===== config.mk =====
export PLATFORM = sky130hd
export DESIGN_NAME = rv_mem_wb
export DESIGN_NICKNAME = d
export VERILOG_FILES = /design/src/rtl/rv_mem_wb_pkg.sv /design/src/rtl/rv_load_align.sv /design/src/rtl/rv_mem_wb.sv
export SDC_FILE = /design/constraint.sdc
export NUM_CORES = 1
export LEC_CHECK = 0
export ABC_AREA = 1
export CORE_AREA = 2 2 99 101
export CTS_CLUSTER_DIAMETER = 40
export CTS_CLUSTER_SIZE = 25
export DETAILED_ROUTE_END_ITERATION = 10
export DIE_AREA = 0 0 101 103
export DONT_BUFFER_PORTS = 1
export GPL_TIMING_DRIVEN = 1
export PLACE_DENSITY = 0.68
export SYNTH_ARGS = -nofsm -noshare
export SYNTH_HDL_FRONTEND = slang
export SYNTH_SLANG_ARGS = --single-unit

===== constraint.sdc =====
create_clock -name clk -period 1.9 [get_ports clk]
set_clock_uncertainty 0.05 [all_clocks]
set_input_delay 0.475 -clock clk [delete_from_list [all_inputs] [get_ports clk]]
set_output_delay 0.475 -clock clk [all_outputs]
set_load 0.05 [all_outputs]

===== src/rtl/rv_mem_wb_pkg.sv =====
// Shared types for the RV32I memory/write-back stages, plus the flop macros
// used for the Q104H pipeline registers.
`ifndef RV_DFF_MACROS
`define RV_DFF_MACROS
`define DFF(q, d) always_ff @(posedge clk) q <= (d);
`define DFF_RST(q, d, rv) always_ff @(posedge clk) begin if (rst) q <= (rv); else q <= (d); end
`endif

package rv_mem_wb_pkg;

  typedef enum logic [1:0] {
    MEM_B = 2'd0,
    MEM_H = 2'd1,
    MEM_W = 2'd2
  } t_mem_size;

  typedef enum logic [1:0] {
    WB_ALU = 2'd0,
    WB_MEM = 2'd1,
    WB_PC4 = 2'd2
  } t_wb_sel;

  typedef enum logic [1:0] {
    DMEM_IDLE        = 2'd0,
    DMEM_WAIT_GNT    = 2'd1,
    DMEM_WAIT_RVALID = 2'd2
  } t_dmem_state;

  typedef struct packed {
    logic      valid_Q103H;
    logic      mem_rd_Q103H;
    logic      mem_wr_Q103H;
    t_mem_size mem_size_Q103H;
    logic      mem_unsigned_Q103H;
    t_wb_sel   wb_sel_Q103H;
    logic [4:0] reg_dst_Q103H;
    logic      reg_write_en_Q103H;
  } t_mem_wb_ctrl;

endpackage


===== src/rtl/rv_load_align.sv =====
// Picks the addressed byte/half out of a loaded word and zero/sign extends it.
module rv_load_align
  import rv_mem_wb_pkg::*;
(
  input  logic [31:0] rdata_i,
  input  logic [1:0]  off_i,
  input  t_mem_size   size_i,
  input  logic        unsigned_i,
  output logic [31:0] data_o
);

  logic [7:0]  b_lane;
  logic [15:0] h_lane;

  always_comb begin
    case (off_i)
      2'd0:    b_lane = rdata_i[7:0];
      2'd1:    b_lane = rdata_i[15:8];
      2'd2:    b_lane = rdata_i[23:16];
      default: b_lane = rdata_i[31:24];
    endcase
    h_lane = off_i[1] ? rdata_i[31:16] : rdata_i[15:0];

    case (size_i)
      MEM_B:   data_o = unsigned_i ? {24'b0, b_lane} : {{24{b_lane[7]}}, b_lane};
      MEM_H:   data_o = unsigned_i ? {16'b0, h_lane} : {{16{h_lane[15]}}, h_lane};
      default: data_o = rdata_i;
    endcase
  end

endmodule


===== src/rtl/rv_mem_wb.sv =====
// Memory (Q103H) and write-back (Q104H) stages: data-memory handshake with
// stall generation, load alignment, write-back select and the RF write port.
module rv_mem_wb
  import rv_mem_wb_pkg::*;
(
  input  logic         clk,
  input  logic         rst,
  input  t_mem_wb_ctrl ctrl,
  input  logic [31:0]  pc_Q103H,
  input  logic [31:0]  alu_result_Q103H,
  input  logic [31:0]  store_data_Q103H,
  output logic         dmem_req,
  output logic         dmem_we,
  output logic [31:0]  dmem_addr,
  output logic [3:0]   dmem_be,
  output logic [31:0]  dmem_wdata,
  input  logic         dmem_gnt,
  input  logic         dmem_rvalid,
  input  logic [31:0]  dmem_rdata,
  output logic         stall_Q103H,
  output logic         misalign_Q104H,
  output logic [31:0]  wb_data_Q104H,
  output logic [4:0]   reg_dst_Q104H,
  output logic         reg_write_en_Q104H
);

  t_dmem_state state_q, state_d;
  logic [1:0]  off;
  logic        mem_op, misaligned, access, gnt_ok, complete;
  logic [31:0] load_data, wb_data_d;
  logic        we_q, we_d, mis_q, mis_d;
  logic [31:0] data_q;
  logic [4:0]  dst_q;

  assign off        = alu_result_Q103H[1:0];
  assign mem_op     = ctrl.valid_Q103H & (ctrl.mem_rd_Q103H | ctrl.mem_wr_Q103H);
  assign misaligned = ((ctrl.mem_size_Q103H == MEM_H) & off[0]) |
                      ((ctrl.mem_size_Q103H == MEM_W) & (off != 2'd0));
  assign access     = mem_op & ~misaligned;

  // Request is combinational so an access can be granted in its first cycle;
  // reset kills it immediately rather than waiting for the state flop.
  assign dmem_req    = ~rst & access & (state_q != DMEM_WAIT_RVALID);
  assign gnt_ok      = dmem_req & dmem_gnt;
  assign complete    = (ctrl.mem_wr_Q103H & gnt_ok) |
                       ((state_q == DMEM_WAIT_RVALID) & dmem_rvalid);
  assign stall_Q103H = ~rst & access & ~complete;

  assign dmem_we   = ctrl.mem_wr_Q103H;
  assign dmem_addr = {alu_result_Q103H[31:2], 2'b00};

  always_comb begin
    case (ctrl.mem_size_Q103H)
      MEM_B: begin
        dmem_be    = 4'b0001 << off;
        dmem_wdata = {4{store_data_Q103H[7:0]}};
      end
      MEM_H: begin
        dmem_be    = off[1] ? 4'b1100 : 4'b0011;
        dmem_wdata = {2{store_data_Q103H[15:0]}};
      end
      default: begin
        dmem_be    = 4'hF;
        dmem_wdata = store_data_Q103H;
      end
    endcase
  end

  always_comb begin
    state_d = state_q;
    case (state_q)
      DMEM_IDLE, DMEM_WAIT_GNT: begin
        if (access) begin
          if (gnt_ok) state_d = ctrl.mem_wr_Q103H ? DMEM_IDLE : DMEM_WAIT_RVALID;
          else        state_d = DMEM_WAIT_GNT;
        end else begin
          state_d = DMEM_IDLE;
        end
      end
      DMEM_WAIT_RVALID: if (dmem_rvalid) state_d = DMEM_IDLE;
      default: state_d = DMEM_IDLE;
    endcase
  end

  `DFF_RST(state_q, state_d, DMEM_IDLE)

  rv_load_align u_load_align (
    .rdata_i    (dmem_rdata),
    .off_i      (off),
    .size_i     (ctrl.mem_size_Q103H),
    .unsigned_i (ctrl.mem_unsigned_Q103H),
    .data_o     (load_data)
  );

  always_comb begin
    case (ctrl.wb_sel_Q103H)
      WB_MEM:  wb_data_d = load_data;
      WB_PC4:  wb_data_d = pc_Q103H + 32'd4;
      default: wb_data_d = alu_result_Q103H;
    endcase
  end

  // A stalled slot retires as a bubble; data/dst are don't-care then.
  assign we_d  = ~stall_Q103H & ctrl.valid_Q103H & ctrl.reg_write_en_Q103H &
                 ~(mem_op & misaligned) & (ctrl.reg_dst_Q103H != 5'd0);
  assign mis_d = ~stall_Q103H & mem_op & misaligned;

  `DFF_RST(we_q, we_d, 1'b0)
  `DFF_RST(mis_q, mis_d, 1'b0)
  `DFF_RST(data_q, wb_data_d, 32'd0)
  `DFF_RST(dst_q, ctrl.reg_dst_Q103H, 5'd0)

  assign reg_write_en_Q104H = we_q;
  assign misalign_Q104H     = mis_q;
  assign wb_data_Q104H      = data_q;
  assign reg_dst_Q104H      = dst_q;

endmodule


==> impl_metrics.py, run 1 <==
metrics = {
    "placement": {
        "dp_hpwl_um": 12800,
        "dp_cells": 793,
        "port_buffers": 0,
        "globalplace.congestion": 0.932,
    },
    "synthesis": {
        "yosysMostFrequentCell": "nand2_1",
        "seq_area_frac_synth_pct": 20.6,
        "synth_compound_area_share_pct": 16.7,
        "synth_enable_flop_cells": 0,
        "yosys.cell_types.count": 35,
        "netlist_instances": 695,
        "synthTopCellsByCount": "nand2_1 (195), nor2_1 (109), inv_1 (72), nand3_1 (56), o21ai_0 (46)",
        "ys_seq_elements": 41,
        "ys_warn_count": 0,
        "synth.largest_area_cell": "dfxtp_1",
        "synth_top_family_by_area": "simple AND/OR/NAND/NOR gates",
        "avgSynthCellArea_um2": 5.73,
        "synthFlopType": "dfxtp_1",
        "yosys.area_share.xor_xnor_pct": 0,
        "synth_area_leaders": "dfxtp_1 (21%), nand2_1 (18%), nor2_1 (10%)",
        "netlist.area_leader.share_pct": 20.6,
        "synthAdderAreaFrac_pct": 0.942,
        "synth_area_um2": 3980,
        "synth_mux_area_share_pct": 0,
        "async_flop_share_pct": 0,
        "synthSimpleGateAreaFrac_pct": 42.2,
    },
    "routing": {
        "totalWireLength_um": 15200,
        "first_pass_iters": 5,
        "num_vias": 4378,
        "ant_nets": 0,
        "viasPerCell": 5.46,
        "wire_per_inst_um": 18.9,
        "drc": 0,
        "first_iter_violations": 329,
    },
    "sta": {
        "worst_pin_slew_ps": 525,
        "grt_setup_unrepaired": "true",
        "slew_headroom_pct": 64.9,
        "min_period_over_period_pct": 98.3,
        "min_period_ps": 1870,
        "slew_viol_final": 0,
        "max_freq_mhz": 535,
        "finalSetupTns_ps": 0,
        "setup_violations": 0,
        "hold_viol_final": 0,
    },
    "power_and_ir_drop": {
        "pwr-share-clk_pct": 25.8,
        "power_per_cell_area_nw_per_um2": 648,
        "ir_drop_uv": 281,
        "p_seq_share_pct": 41.7,
        "p_comb_share_pct": 32.5,
        "p_leak_nw": 2.08,
        "switching_power_mw": 1.24,
        "switching_share_pct": 42.6,
        "internal-power_mw": 1.67,
    },
    "cts": {
        "insertion_delay_ps": 310,
        "cts_made_buffers": 5,
        "cts_tree": "yes",
        "h-tree-depth": 2,
        "postCtsSetupRepairBufs": 0,
        "cts-root-buf": "clkbuf_8",
        "max-clock-path-buffers": 2,
        "cts_sinks": 41,
        "cts.reportedPaths.clkPinSlew_ps": 100,
        "hold_buffers": 0,
    },
    "finish": {
        "synthToLayoutAreaGrowth_pct": 13.0,
        "num-fill-cells": 996,
        "multi_input_area_um2": 2510,
        "drive_above_1_share_pct": 18.2,
        "final_cell_count_no_fill": 802,
        "regArea_um2": 821,
        "final_util_pct": 47.6,
        "fin_nets": 835,
    },
    "job": {
        "drv_cap": 0,
    },
    "floorplanning": {
        "core_area_um2": 9460,
        "die_w_um": 101,
        "rows": 36,
        "die-area_um2": 10400,
        "ioPinCount": 256,
        "start_util_pct": 42.1,
        "die_h_um": 103,
    },
    "setup_path": {
        "path_class": "flop to output pin",
        "critical_path.max_stage_delay_ps": 400,
        "reg2reg_from": "state_q[1]",
        "ff2ff_path_depth": 6,
        "arrival_ps": 1340,
        "ff2ff_setup_slack_ps": 610,
        "path_cells": "inv_2 > nor2_4 > a21oi_1 > nand2_2 > clkinvlp_4",
        "worstPathMaxFanout": 3,
        "required_ps": 1370,
        "crit_slowest_cell": "dfxtp_1",
        "timing.rr.end": "reg_write_en_Q104H",
        "critPathCaptureType": "output pin",
        "crit_path_start_kind": "flop",
    },
    "hold_path": {
        "hold_class": "input pin to flop",
        "worstHoldStart": "dmem_gnt",
        "whs_endpoint": "state_q[0]",
        "hold-path-cell-count": 1,
    },
    "global_routing": {
        "antenna_found_initial": 1,
        "track_usage_pct": 28.3,
        "grt_max_degree": 33,
        "grt-ovfl-total": 0,
        "grt_pass1_wl_um": 22200,
        "grt_pass1_vias": 4105,
    },
    "status": {
        "status": "finished clean",
    },
}
## power groups by stage
stage | clock network, mW | registers [mW] | logic (mW)
2_1_floorplan | 0 | 1.22 | 0.900
3_3_place_gp | 0 | 1.24 | 0.932
3_5_place_dp | 0 | 1.24 | 0.941
4_1_cts | 0.775 | 1.22 | 0.945
5_1_grt | 0.801 | 1.22 | 1.03
6_report | 0.752 | 1.22 | 0.949
## worst max-delay path, delay by kind of cell, from the launching register on
kind	cells	cell delay, ps
buf+inv	2	330
compound gates	1	90
flops	1	400
simple gates	2	210
## area by class of cell
| cell class | count | share of cell area [%] |
|---|---|---|
| multi-input combinational | 511 | 55.7 |
| sequential | 41 | 18.2 |
| timing repair buffer | 50 | 13.3 |
| inverter | 77 | 7.03 |
| tap | 114 | 3.17 |
| clock buffer | 5 | 1.53 |
| clock inverter | 3 | 0.973 |
| antenna | 1 | 0.0556 |
## metal layers
metal / vias up / global-route usage [%] / routed length [µm] / part of all wire [%]
met1: 1965 / 34.0 / 6140 / 40
met5: - / 0 / 0 / 0
met2: 232 / 48.9 / 7140 / 47
met4: 0 / 6.55 / 222 / 1.5
li1: 2162 / - / - / -
met3: 19 / 9.56 / 1690 / 11
## per-stage QoR
| stage | hold slack, ps | instance area (µm²) | worst slack (ps) | total power, mW |
|---|---|---|---|---|
| after detailed placement | 415 | 4370 | 6.33 | 2.18 |
| after global routing | 163 | 4500 | -7.18 | 3.05 |
| after floorplan | 370 | 4110 | -228 | 2.12 |
| after global placement | 381 | 4370 | 8.01 | 2.17 |
| after CTS | 173 | 4480 | 0.0892 | 2.94 |
| final | 181 | 4500 | 32.0 | 2.92 |
## state kept, by name (all words and copies together) (netlist names)
register            count
state_q                 2
wb_data_Q104H          32
reg_write_en_Q104H      1
misalign_Q104H          1
reg_dst_Q104H           5
## cells in the final DEF (no fill, tap or decap), types with 5 or more instances in the layout
| cell type | count |
|---|---|
| nand2_1 | 183 |
| nor2_1 | 104 |
| inv_1 | 67 |
| nand3_1 | 52 |
| dfxtp_1 | 41 |
| o21ai_0 | 38 |
| buf_4 | 32 |
| a21oi_1 | 25 |
| buf_12 | 18 |
| o211ai_1 | 17 |
| nand2_2 | 16 |
| nand3_2 | 13 |
| or2_2 | 8 |
| o21bai_1 | 7 |
| o22ai_1 | 6 |
| nor2_2 | 5 |
| clkbuf_8 | 5 |
## worst max-delay path by stage
stage                          end  cells after the start  slack, ps           startpoint
floorplan              stall_Q103H                      8       -230  alu_result_Q103H[1]
global placement       stall_Q103H                      7          8             ctrl[13]
detailed placement     stall_Q103H                      8          6  alu_result_Q103H[0]
CTS                    stall_Q103H                      5       0.09           state_q[1]
global route        dmem_wdata[26]                      8         -7             ctrl[10]
finish                 stall_Q103H                      5         30           state_q[1]
## cells by family after synthesis
group	Yosys count
flip-flops	41
AO/OA/AOI/OAI	113
other	1
adder cells (fa/ha/maj)	3
AND/OR/NAND/NOR	393
buffers and inverters	144
## what timing repair did
action	CTS	global route
pin swaps	0	3
setup endpoints to repair	1	2
gates resized for setup	1	6
Note: power is estimated with default switching activity, not from simulation.
==> run 2: changes to the inputs <==
Settings changed: PLACE_DENSITY 0.68 to 0.7, SKIP_CTS_REPAIR_TIMING from default to 1.
Clock period 1.9 ns to 1.6 ns, I/O delays scaled along.
==> run 2 against run 1 <==
  * The run now ends with setup timing left
  * Via count rose by 4.5%
  * Sequential power is 18% higher
  * Power grew 22%
  * Setup slack got worse by 130 ps
  * Worst hold slack got worse by 77 ps
  * First-iteration DRC count decreased by 19%
  * Die area did not move
  * Register-to-register slack worse by 190 ps
==> impl_metrics.py, run 2 (same netlist as run 1, synthesis figures left out) <==
metrics = {
    "status": {
        "status": "complete, but fails checks",
        "violations": "setup timing",
    },
    "sta": {
        "hold_viol_final": 0,
        "worst_pin_slew_ps": 532,
        "setup_violations": 5,
        "max_freq_mhz": 590,
        "slew_headroom_pct": 64.5,
        "grt_setup_unrepaired": "true",
        "finalSetupTns_ps": -178,
        "min_period_ps": 1690,
        "slew_viol_final": 0,
        "min_period_over_period_pct": 106,
        "layout_setup_ws_ps": -94.2,
    },
    "global_routing": {
        "antenna_found_initial": 0,
        "grt-ovfl-total": 0,
        "track_usage_pct": 28.5,
        "grt_max_degree": 33,
        "grt_pass1_vias": 4307,
        "grt_pass1_wl_um": 22500,
    },
    "cts": {
        "cts-root-buf": "clkbuf_8",
        "cts.reportedPaths.clkPinSlew_ps": 90,
        "insertion_delay_ps": 300,
        "cts_tree": "yes",
        "cts_sinks": 41,
        "max-clock-path-buffers": 2,
        "cts_made_buffers": 5,
        "h-tree-depth": 2,
    },
    "floorplanning": {
        "rows": 36,
        "die_w_um": 101,
        "start_util_pct": 42.1,
        "die-area_um2": 10400,
        "die_h_um": 103,
        "ioPinCount": 256,
        "core_area_um2": 9460,
    },
    "finish": {
        "synthToLayoutAreaGrowth_pct": 24.2,
        "fin_nets": 872,
        "final_util_pct": 52.3,
        "final_cell_count_no_fill": 838,
        "num-fill-cells": 1011,
        "mostFrequentLayoutCell": "nand2_1",
        "drive_above_1_share_pct": 23.6,
        "largest_reg_flops": 32,
        "n_antenna_cell": 0,
        "final_cell_mix": "nand2_1 (180), nor2_1 (104), inv_1 (68)",
    },
    "setup_path": {
        "required_ps": 1150,
        "critPathCaptureType": "output pin",
        "ff2ff_path_depth": 7,
        "arrival_ps": 1240,
        "reg2reg_from": "state_q[1]",
        "crit_slowest_cell": "nor2_4",
        "timing.rr.end": "state_q[1]",
        "worstPathMaxFanout": 32,
        "crit_path_start_kind": "input pin",
        "path_cells": "inv_2 > nand2_4 > nand3_2 > nand3_4 > nor2_4 > nand3_2 > nand2_2 > inv_2 > buf_12",
        "critical_path.max_stage_delay_ps": 140,
        "ff2ff_setup_slack_ps": 420,
        "path_class": "input pin to output pin",
    },
    "routing": {
        "wire_per_inst_um": 18.5,
        "first_iter_violations": 265,
        "first_pass_iters": 5,
        "viasPerCell": 5.46,
        "ant_nets": 0,
        "num_vias": 4574,
        "totalWireLength_um": 15500,
        "drc": 0,
    },
    "power_and_ir_drop": {
        "internal-power_mw": 2.06,
        "switching_power_mw": 1.51,
        "p_seq_share_pct": 40.4,
        "ir_drop_uv": 341,
        "pwr-share-clk_pct": 24.8,
        "p_comb_share_pct": 34.8,
        "finalPower_mw": 3.57,
        "p_leak_nw": 2.31,
        "power_per_cell_area_nw_per_um2": 721,
        "switching_share_pct": 42.2,
    },
    "placement": {
        "globalplace.congestion": 0.945,
        "dp_hpwl_um": 13100,
        "port_buffers": 0,
        "pre_cts_ws_ps": -158,
        "dp_cells": 827,
    },
    "hold_path": {
        "hold_class": "input pin to flop",
        "worstHoldStart": "rst",
        "whs_endpoint": "reg_dst_Q104H[2]",
        "hold-path-cell-count": 1,
    },
    "job": {
        "drv_cap": 0,
    },
}
==> run 2: worst max-delay path by stage <==
stage,startpoint,to,slack [ps],cells after the start
floorplan,ctrl[9],dmem_wdata[24],-390,4
global placement,alu_result_Q103H[0],stall_Q103H,-130,9
detailed placement,alu_result_Q103H[0],stall_Q103H,-160,9
CTS,state_q[1],stall_Q103H,-230,7
global route,alu_result_Q103H[1],stall_Q103H,-140,9
finish,ctrl[10],stall_Q103H,-90,9
==> run 2: layout make-up <==
| cell class | count | area (µm²) | share of cell area (%) |
|---|---|---|---|
| clock buffer | 5 | 68.8 | 1.39 |
| tap | 114 | 143 | 2.88 |
| inverter | 77 | 315 | 6.37 |
| timing repair buffer | 87 | 911 | 18.4 |
| sequential | 41 | 822 | 16.6 |
| clock inverter | 3 | 43.8 | 0.885 |
| multi-input combinational | 511 | 2650 | 53.5 |
==> run 2: critical path: cells and delay by family <==
| kind | cells | cell delay (ps) |
|---|---|---|
| buf+inv | 3 | 240 |
| simple gates | 6 | 610 |
==> run 2: per-layer routing <==
metal  share of wire, %  global-route usage, %  vias up  wire length [µm]
met5                  0                      0        -                 0
met4                2.8                   9.25        0               437
met3                8.5                   6.78       34              1310
met2                 50                   50.9      250              7780
li1                   -                      -     2234                 -
met1                 38                   33.6     2056              5940
==> run 2: metrics by stage <==
stage | hold WS (ps) | cell area (µm²)
4_1_cts | 92.8 | 4850
3_5_place_dp | 404 | 4730
2_1_floorplan | 370 | 4250
3_3_place_gp | 377 | 4730
6_report | 104 | 4950
5_1_grt | 84.4 | 4950
==> run 2: power by group through the flow <==
stage          Combinational (mW)  Sequential (mW)  Clock, mW
6_report                     1.24             1.44      0.885
5_1_grt                      1.35             1.45      0.940
4_1_cts                      1.22             1.44      0.905
3_5_place_dp                 1.21             1.47          0
3_3_place_gp                 1.20             1.47          0
2_1_floorplan                1.11             1.45          0
